==> src/rtl/filt_pkg.sv <==
// Shared types and arithmetic helpers for the 2D FIR output formatter.
// The conversion and clamp functions are also used by reference models.
package filt_pkg;

  localparam int FILT_W = 12;
  localparam int PIX_W  = 8;

  typedef logic signed [FILT_W:0] ext_t;

  typedef struct packed {
    logic             sat;
    logic [PIX_W-1:0] pix;
  } clamp_t;

  typedef struct packed {
    logic             sof;
    logic             eol;
    logic             sat;
    logic [PIX_W-1:0] pix;
  } fifo_entry_t;

  // Negative zero falls out as 0 because -0 == 0.
  function automatic logic signed [FILT_W-1:0] sm_to_tc(input logic [FILT_W-1:0] sm);
    logic signed [FILT_W-1:0] mag;
    mag = $signed({1'b0, sm[FILT_W-2:0]});
    if (sm[FILT_W-1]) begin
      return -mag;
    end else begin
      return mag;
    end
  endfunction

  function automatic clamp_t clamp_pix(input ext_t v);
    clamp_t r;
    if (v < 13'sd0) begin
      r.sat = 1'b1;
      r.pix = 8'd0;
    end else if (v > 13'sd255) begin
      r.sat = 1'b1;
      r.pix = 8'd255;
    end else begin
      r.sat = 1'b0;
      r.pix = v[PIX_W-1:0];
    end
    return r;
  endfunction

endpackage

==> src/rtl/filt_out_formatter_if.sv <==
// Stream bundle of the output formatter: sign-magnitude samples in,
// tagged pixels out through a ready/valid port.
interface filt_out_formatter_if;
  import filt_pkg::*;

  logic              in_valid;
  logic [FILT_W-1:0] filtop;
  logic [PIX_W-1:0]  out_pix;
  logic              out_sof;
  logic              out_eol;
  logic              out_sat;
  logic              out_valid;
  logic              out_ready;
  logic              ovf;

  modport master (
    input  in_valid, filtop, out_ready,
    output out_pix, out_sof, out_eol, out_sat, out_valid, ovf
  );

  modport slave (
    output in_valid, filtop, out_ready,
    input  out_pix, out_sof, out_eol, out_sat, out_valid, ovf
  );

endinterface

==> src/rtl/filt_out_fifo.sv <==
// First-word fall-through FIFO; head is always visible on rdata while not empty.
// A push into a full FIFO is accepted only when a pop frees a slot in the same cycle.
module filt_out_fifo #(
  parameter int DEPTH = 4,
  parameter int WIDTH = 11
) (
  input  logic             clk,
  input  logic             rst,
  input  logic             push,
  input  logic [WIDTH-1:0] wdata,
  input  logic             pop,
  output logic [WIDTH-1:0] rdata,
  output logic             full,
  output logic             empty
);

  localparam int AW = $clog2(DEPTH);
  localparam logic [AW:0] FULL_CNT = (AW+1)'(DEPTH);

  logic [WIDTH-1:0] mem_r [DEPTH];
  logic [AW-1:0]    wr_ptr_r;
  logic [AW-1:0]    rd_ptr_r;
  logic [AW:0]      count_r;
  logic             do_push_s;
  logic             do_pop_s;

  assign full  = (count_r == FULL_CNT);
  assign empty = (count_r == '0);
  assign rdata = mem_r[rd_ptr_r];

  // Qualify requests against the current occupancy.
  always_comb begin
    do_pop_s  = pop && (count_r != '0);
    do_push_s = push && ((count_r != FULL_CNT) || do_pop_s);
  end

  // Storage, pointers and occupancy.
  always_ff @(posedge clk) begin
    if (rst) begin
      for (int i = 0; i < DEPTH; i++) begin
        mem_r[i] <= '0;
      end
      wr_ptr_r <= '0;
      rd_ptr_r <= '0;
      count_r  <= '0;
    end else begin
      if (do_push_s) begin
        mem_r[wr_ptr_r] <= wdata;
        wr_ptr_r        <= wr_ptr_r + AW'(1);
      end
      if (do_pop_s) begin
        rd_ptr_r <= rd_ptr_r + AW'(1);
      end
      case ({do_push_s, do_pop_s})
        2'b10:   count_r <= count_r + (AW+1)'(1);
        2'b01:   count_r <= count_r - (AW+1)'(1);
        default: count_r <= count_r;
      endcase
    end
  end

endmodule

==> src/rtl/filt_out_formatter.sv <==
// Aligns filter_lut output with its input valid, converts to a clamped 8-bit
// pixel tagged with raster position, and buffers it for a ready/valid consumer.
module filt_out_formatter
  import filt_pkg::*;
#(
  parameter int FILT_LAT   = 2,
  parameter int IMG_W      = 8,
  parameter int IMG_H      = 8,
  parameter int SHIFT      = 0,
  parameter int FIFO_DEPTH = 4
) (
  input logic                  clk,
  input logic                  rst,
  filt_out_formatter_if.master bus
);

  localparam int COL_W = (IMG_W > 1) ? $clog2(IMG_W) : 1;
  localparam int ROW_W = (IMG_H > 1) ? $clog2(IMG_H) : 1;
  localparam logic [COL_W-1:0] COL_LAST = COL_W'(IMG_W - 1);
  localparam logic [ROW_W-1:0] ROW_LAST = ROW_W'(IMG_H - 1);
  // Half an output LSB, zero when no shift is applied.
  localparam ext_t RND = ext_t'((32'sd1 <<< SHIFT) >>> 1);

  logic [FILT_LAT-1:0]      dv_r;
  logic                     dv_s;
  logic [COL_W-1:0]         col_r;
  logic [ROW_W-1:0]         row_r;
  logic                     s1_valid_r;
  logic [FILT_W-1:0]        s1_data_r;
  logic                     s1_sof_r;
  logic                     s1_eol_r;
  logic                     s2_valid_r;
  fifo_entry_t              s2_entry_r;
  logic signed [FILT_W-1:0] tc_s;
  ext_t                     ext_s;
  ext_t                     rnd_s;
  clamp_t                   clamp_s;
  fifo_entry_t              head_s;
  logic                     fifo_pop_s;
  logic                     fifo_full_s;
  logic                     fifo_empty_s;
  logic                     drop_s;
  logic                     ovf_r;

  assign dv_s = dv_r[FILT_LAT-1];

  // Stage-2 datapath: two's complement, round-half-up shift, clamp.
  always_comb begin
    tc_s    = sm_to_tc(s1_data_r);
    ext_s   = {tc_s[FILT_W-1], tc_s};
    rnd_s   = (ext_s + RND) >>> SHIFT;
    clamp_s = clamp_pix(rnd_s);
  end

  // Valid delay line, raster counters, pipeline registers and sticky overflow.
  always_ff @(posedge clk) begin
    if (rst) begin
      dv_r       <= '0;
      col_r      <= '0;
      row_r      <= '0;
      s1_valid_r <= 1'b0;
      s1_data_r  <= '0;
      s1_sof_r   <= 1'b0;
      s1_eol_r   <= 1'b0;
      s2_valid_r <= 1'b0;
      s2_entry_r <= '0;
      ovf_r      <= 1'b0;
    end else begin
      dv_r       <= FILT_LAT'({dv_r, bus.in_valid});
      s1_valid_r <= dv_s;
      if (dv_s) begin
        s1_data_r <= bus.filtop;
        s1_sof_r  <= (row_r == '0) && (col_r == '0);
        s1_eol_r  <= (col_r == COL_LAST);
        if (col_r == COL_LAST) begin
          col_r <= '0;
          if (row_r == ROW_LAST) begin
            row_r <= '0;
          end else begin
            row_r <= row_r + ROW_W'(1);
          end
        end else begin
          col_r <= col_r + COL_W'(1);
        end
      end
      s2_valid_r <= s1_valid_r;
      if (s1_valid_r) begin
        s2_entry_r <= '{sof: s1_sof_r, eol: s1_eol_r, sat: clamp_s.sat, pix: clamp_s.pix};
      end
      if (drop_s) begin
        ovf_r <= 1'b1;
      end
    end
  end

  // A full FIFO still accepts the push when the consumer pops in the same cycle.
  assign fifo_pop_s = bus.out_ready && !fifo_empty_s;
  assign drop_s     = s2_valid_r && fifo_full_s && !fifo_pop_s;

  filt_out_fifo #(
    .DEPTH (FIFO_DEPTH),
    .WIDTH ($bits(fifo_entry_t))
  ) u_fifo (
    .clk   (clk),
    .rst   (rst),
    .push  (s2_valid_r),
    .wdata (s2_entry_r),
    .pop   (fifo_pop_s),
    .rdata (head_s),
    .full  (fifo_full_s),
    .empty (fifo_empty_s)
  );

  assign bus.out_pix   = head_s.pix;
  assign bus.out_sof   = head_s.sof;
  assign bus.out_eol   = head_s.eol;
  assign bus.out_sat   = head_s.sat;
  assign bus.out_valid = !fifo_empty_s;
  assign bus.ovf       = ovf_r;

endmodule

==> src/flat_wrapper.sv <==
// flat-port wrapper written by rule: the top's interface ports become plain ports
module filt_out_formatter_flat import filt_pkg::*;
#(
  parameter int FILT_LAT   = 2,
  parameter int IMG_W      = 8,
  parameter int IMG_H      = 8,
  parameter int SHIFT      = 0,
  parameter int FIFO_DEPTH = 4
)
  (clk, rst, bus_in_valid, bus_filtop, bus_out_ready, bus_out_pix, bus_out_sof, bus_out_eol, bus_out_sat, bus_out_valid, bus_ovf);
  filt_out_formatter_if bus_i ();
  input logic clk;
  input logic rst;
  input wire logic [$bits(bus_i.in_valid)-1:0] bus_in_valid;
  input wire logic [$bits(bus_i.filtop)-1:0] bus_filtop;
  input wire logic [$bits(bus_i.out_ready)-1:0] bus_out_ready;
  output wire logic [$bits(bus_i.out_pix)-1:0] bus_out_pix;
  output wire logic [$bits(bus_i.out_sof)-1:0] bus_out_sof;
  output wire logic [$bits(bus_i.out_eol)-1:0] bus_out_eol;
  output wire logic [$bits(bus_i.out_sat)-1:0] bus_out_sat;
  output wire logic [$bits(bus_i.out_valid)-1:0] bus_out_valid;
  output wire logic [$bits(bus_i.ovf)-1:0] bus_ovf;
  assign bus_i.in_valid = bus_in_valid;
  assign bus_i.filtop = bus_filtop;
  assign bus_i.out_ready = bus_out_ready;
  assign bus_out_pix = bus_i.out_pix;
  assign bus_out_sof = bus_i.out_sof;
  assign bus_out_eol = bus_i.out_eol;
  assign bus_out_sat = bus_i.out_sat;
  assign bus_out_valid = bus_i.out_valid;
  assign bus_ovf = bus_i.ovf;
  filt_out_formatter #(.FILT_LAT(FILT_LAT), .IMG_W(IMG_W), .IMG_H(IMG_H), .SHIFT(SHIFT), .FIFO_DEPTH(FIFO_DEPTH)) u_core (.clk(clk), .rst(rst), .bus(bus_i));
endmodule
==> config.mk <==
export PLATFORM = sky130hd
export DESIGN_NAME = filt_out_formatter_flat
export DESIGN_NICKNAME = d
export VERILOG_FILES = /design/src/rtl/filt_pkg.sv /design/src/rtl/filt_out_formatter_if.sv /design/src/rtl/filt_out_fifo.sv /design/src/rtl/filt_out_formatter.sv /design/src/flat_wrapper.sv
export SDC_FILE = /design/constraint.sdc
export NUM_CORES = 1
export LEC_CHECK = 0
export BUFFER_PORTS_ARGS = -buffer_cell sky130_fd_sc_hd__buf_2
export CAP_MARGIN = 20
export CORE_MARGIN = 10
export CORE_UTILIZATION = 39
export DETAILED_ROUTE_END_ITERATION = 8
export GPL_TIMING_DRIVEN = 0
export SLEW_MARGIN = 5
export SYNTH_ARGS = -nofsm -noshare
export SYNTH_HDL_FRONTEND = slang
export SYNTH_SLANG_ARGS = --single-unit
==> constraint.sdc <==
create_clock -name clk -period 2.9 [get_ports clk]
set_input_delay 0.29 -clock clk [delete_from_list [all_inputs] [get_ports clk]]
set_output_delay 0.29 -clock clk [all_outputs]
set_load 0.02 [all_outputs]
==> reports/results.tsv <==
metric	value	unit
cts hold-fix bufs	0	
endpoints failing hold	0	
main flop type after synthesis	dfxtp_1	
headroom to the max-slew limit	0.500	
synth cell count leaders	nor2_1 (55), dfxtp_1 (45), edfxtp_1 (44), inv_1 (22), nand2_1 (21)	
fill count	964	
LEAKAGE	0.00165	uW
post-DP HPWL	5.39	mm
setup bufs post-CTS	0	
die width	120	microns
Clock Tree Root	clkbuf_8	
DRC	0	
initial core utilization	0.399	
min-delay worst type	input pin to flip-flop	
sequential area share after synthesis	0.572	
first-pass GRT wire length	12.6	mm
Crit Path Max Fanout	10	
WL/cell	14.0	microns
Max Root-Sink Buffers	2	
Post-synth EDFFs	44	
DIE AREA	14300	sq um
worst-margin pin slew	0.750	ns
pin count of the biggest net entering global routing	19	
Setup CP Type	flip-flop to output pin	
Ant. Diodes	0	
H-tree depth	3	
pre-CTS setup slack	0.843	ns
Syn Std Cell Area	3880	sq um
clock skew	0.0150	ns
Reg-to-Reg End	u_core.u_fifo.mem_r[0][10]	
Worst Slack Setup Final	0.809	ns
starting DRC count in detailed routing	81	
gp weighted congestion	0.742	
Die Height	120	microns
synth warn	0	
I/O pins	29	
fraction of layout cells with a size suffix above 1	0.170	
Async S/R FF share, synth	0	
final setup TNS	0	ns
Multi-input gate area	1520	sq um
Rows	36	
worst r2r path cells	4	
post-route ant nets	0	
#FFs+latches synth	89	
gr ovfl total	0	
Max Freq	478	MHz
core area	9730	sq um
unrepaired setup endpoints after global routing	no	
most frequent cell after synthesis	nor2_1	
Avg Synthesized Cell Area	11.2	sq um
CTS Sinks	89	
DR vias	2504	
Worst Path Arrival	1.80	ns
vias in the first global route	2553	
status	finished clean	
R2R Path Start	u_core.u_fifo.count_r[1]	
synthesis-to-finish area growth	13.5	%
DRT Pass-1 Iters	4	
clock latency on the worst-skew pair	0.36	ns
Worst-path clk slew	0.09	ns
Synth Instances	346	
Worst VDD drop	318	uV
Mapped Nets	370	
hold path startpoint	bus_in_valid	
element type at the critical path start	flip-flop	
hold path endpoint	u_core.dv_r[0]	
vias per cell	4.76	
layout net count	412	
slack of the worst reg-to-reg path	0.85	ns
Distinct cells, synth	40	
largest cells by area after synthesis	edfxtp_1 (34%), dfxtp_1 (23%), mux4_2 (6.4%), nor2_1 (5.3%), mux2i_1 (4.4%)	
Seq. cell area	2220	sq um
post-synthesis cell type with the largest combined area	edfxtp_1	
number of max-cap violations	0	
Worst EP required	2.61	ns
post-CTS sizing	0	
min cycle time layout	2.09	ns
Overall Global Routing Usage	0.108	
Crit. End Element	output pin	
CTS Buf Count	9	
top cell type's share of synthesized area	0.340	
Routed WL	7.38	mm
pwr/cell area	641	nW/um^2
initial antenna violation count	0	
Pins Over Slew Limit	0	
Port-buffer cells	28	
hold path depth	2	
Tcrit/Tclk final	0.721	
endpoints failing setup	0	
TritonCTS clock tree	yes	
==> metal layers <==
layer  global-route usage  vias to the layer above  routed length, microns
met4               0.0505                        0                     139
met1                0.130                     1168                    3370
met2                0.181                       38                    3600
li1                     -                     1288                       -
met5                    0                        -                       0
met3               0.0239                       10                     273
==> area by class of cell <==
class,count,area share
flip-flops and latches,89,0.504
multi-input cells,219,0.344
repair buffers,31,0.0378
well taps,133,0.0378
clock buffers,9,0.0281
inverters,22,0.0187
clock inverters,7,0.0151
plain buffers,16,0.0142
==> where the power goes <==
part / internal [uW] / switching [uW] / total [uW]
Clock: 336 / 482 / 818
Combinational: 258 / 306 / 564
Sequential: 1380 / 58.2 / 1440
==> worst max path at each step <==
| stage | end | slack (ns) | startpoint |
|---|---|---|---|
| 6_report | bus_out_pix[2] | 0.81 | flip-flop |
| 5_1_grt | bus_out_pix[2] | 0.69 | flip-flop |
| 4_1_cts | bus_out_pix[2] | 0.74 | flip-flop |
| 3_5_place_dp | u_core.u_fifo.mem_r[0][3] | 0.84 | bus_out_ready |
| 3_3_place_gp | u_core.u_fifo.mem_r[3][3] | 0.19 | u_core.s2_valid_r |
| 2_1_floorplan | u_core.u_fifo.mem_r[3][0] | 0.85 | u_core.s2_valid_r |
==> through the flow <==
step                std cells  power [uW]  utilization  area (sq um)  hold slack [ns]
floorplan                 346        1890            -          3880            0.414
global placement          507        2040        0.431          4190            0.418
detailed placement        510        2050        0.433          4220            0.426
CTS                       526        2870        0.453          4410            0.127
global route              526        2980        0.453          4410            0.140
finish                    526        2820        0.453          4410            0.146
==> critical path: stages, from the launching register on <==
cell	delay (ns)
dfxtp_1	0.36
buf_2	0.35
mux4_2	0.57
buf_2	0.18
==> state kept, by name, indices dropped and copies added (netlist names), named ones only <==
| name | cells |
|---|---|
| u_core.s1_data_r | 12 |
| u_core.u_fifo.count_r | 3 |
| u_core.bus.ovf | 1 |
| u_core.u_fifo.rd_ptr_r | 2 |
| u_core.dv_r | 2 |
| u_core.u_fifo.mem_r | 44 |
| u_core.row_r | 3 |
| u_core.s1_sof_r | 1 |
| u_core.s2_valid_r | 1 |
| u_core.s1_valid_r | 1 |
| u_core.u_fifo.wr_ptr_r | 2 |
| u_core.s1_eol_r | 1 |
| u_core.col_r | 3 |
| u_core.s2_entry_r | 11 |
==> layout by cell type, fill, tap and decap left out, drive strengths merged <==
cell    netlist  final
nor2         55     55
dfxtp        45     45
edfxtp       44     44
buf           7     38
inv          22     27
nand2        21     21
clkbuf        9     18
mux2i        17     17
o21ai        16     16
a21oi        15     15
nand2b       13     13
and2         12     12
xnor2        12     12
mux4         11     11
ha            7      7
nor2b         5      5
nor3          4      4
nand4         4      4
a211oi        4      4
nand3         3      3
or2           2      2
nand3b        2      2
a21boi        2      2
clkinv        0      2
or3           2      2
or4b          2      2
o41ai         2      2
nor4          1      1
o31a          1      1
xor2          1      1
o22ai         1      1
o31ai         1      1
nor4b         1      1
a41o          1      1
fa            1      1
==> cell families after synthesis <==
family,share of synthesized area
mux,0.108
buf+inv,0.0374
simple gates,0.158
xor+xnor,0.0293
flops,0.572
compound gates,0.0677
fa+ha+maj,0.0277
Note: power is estimated with default switching activity, not from simulation.
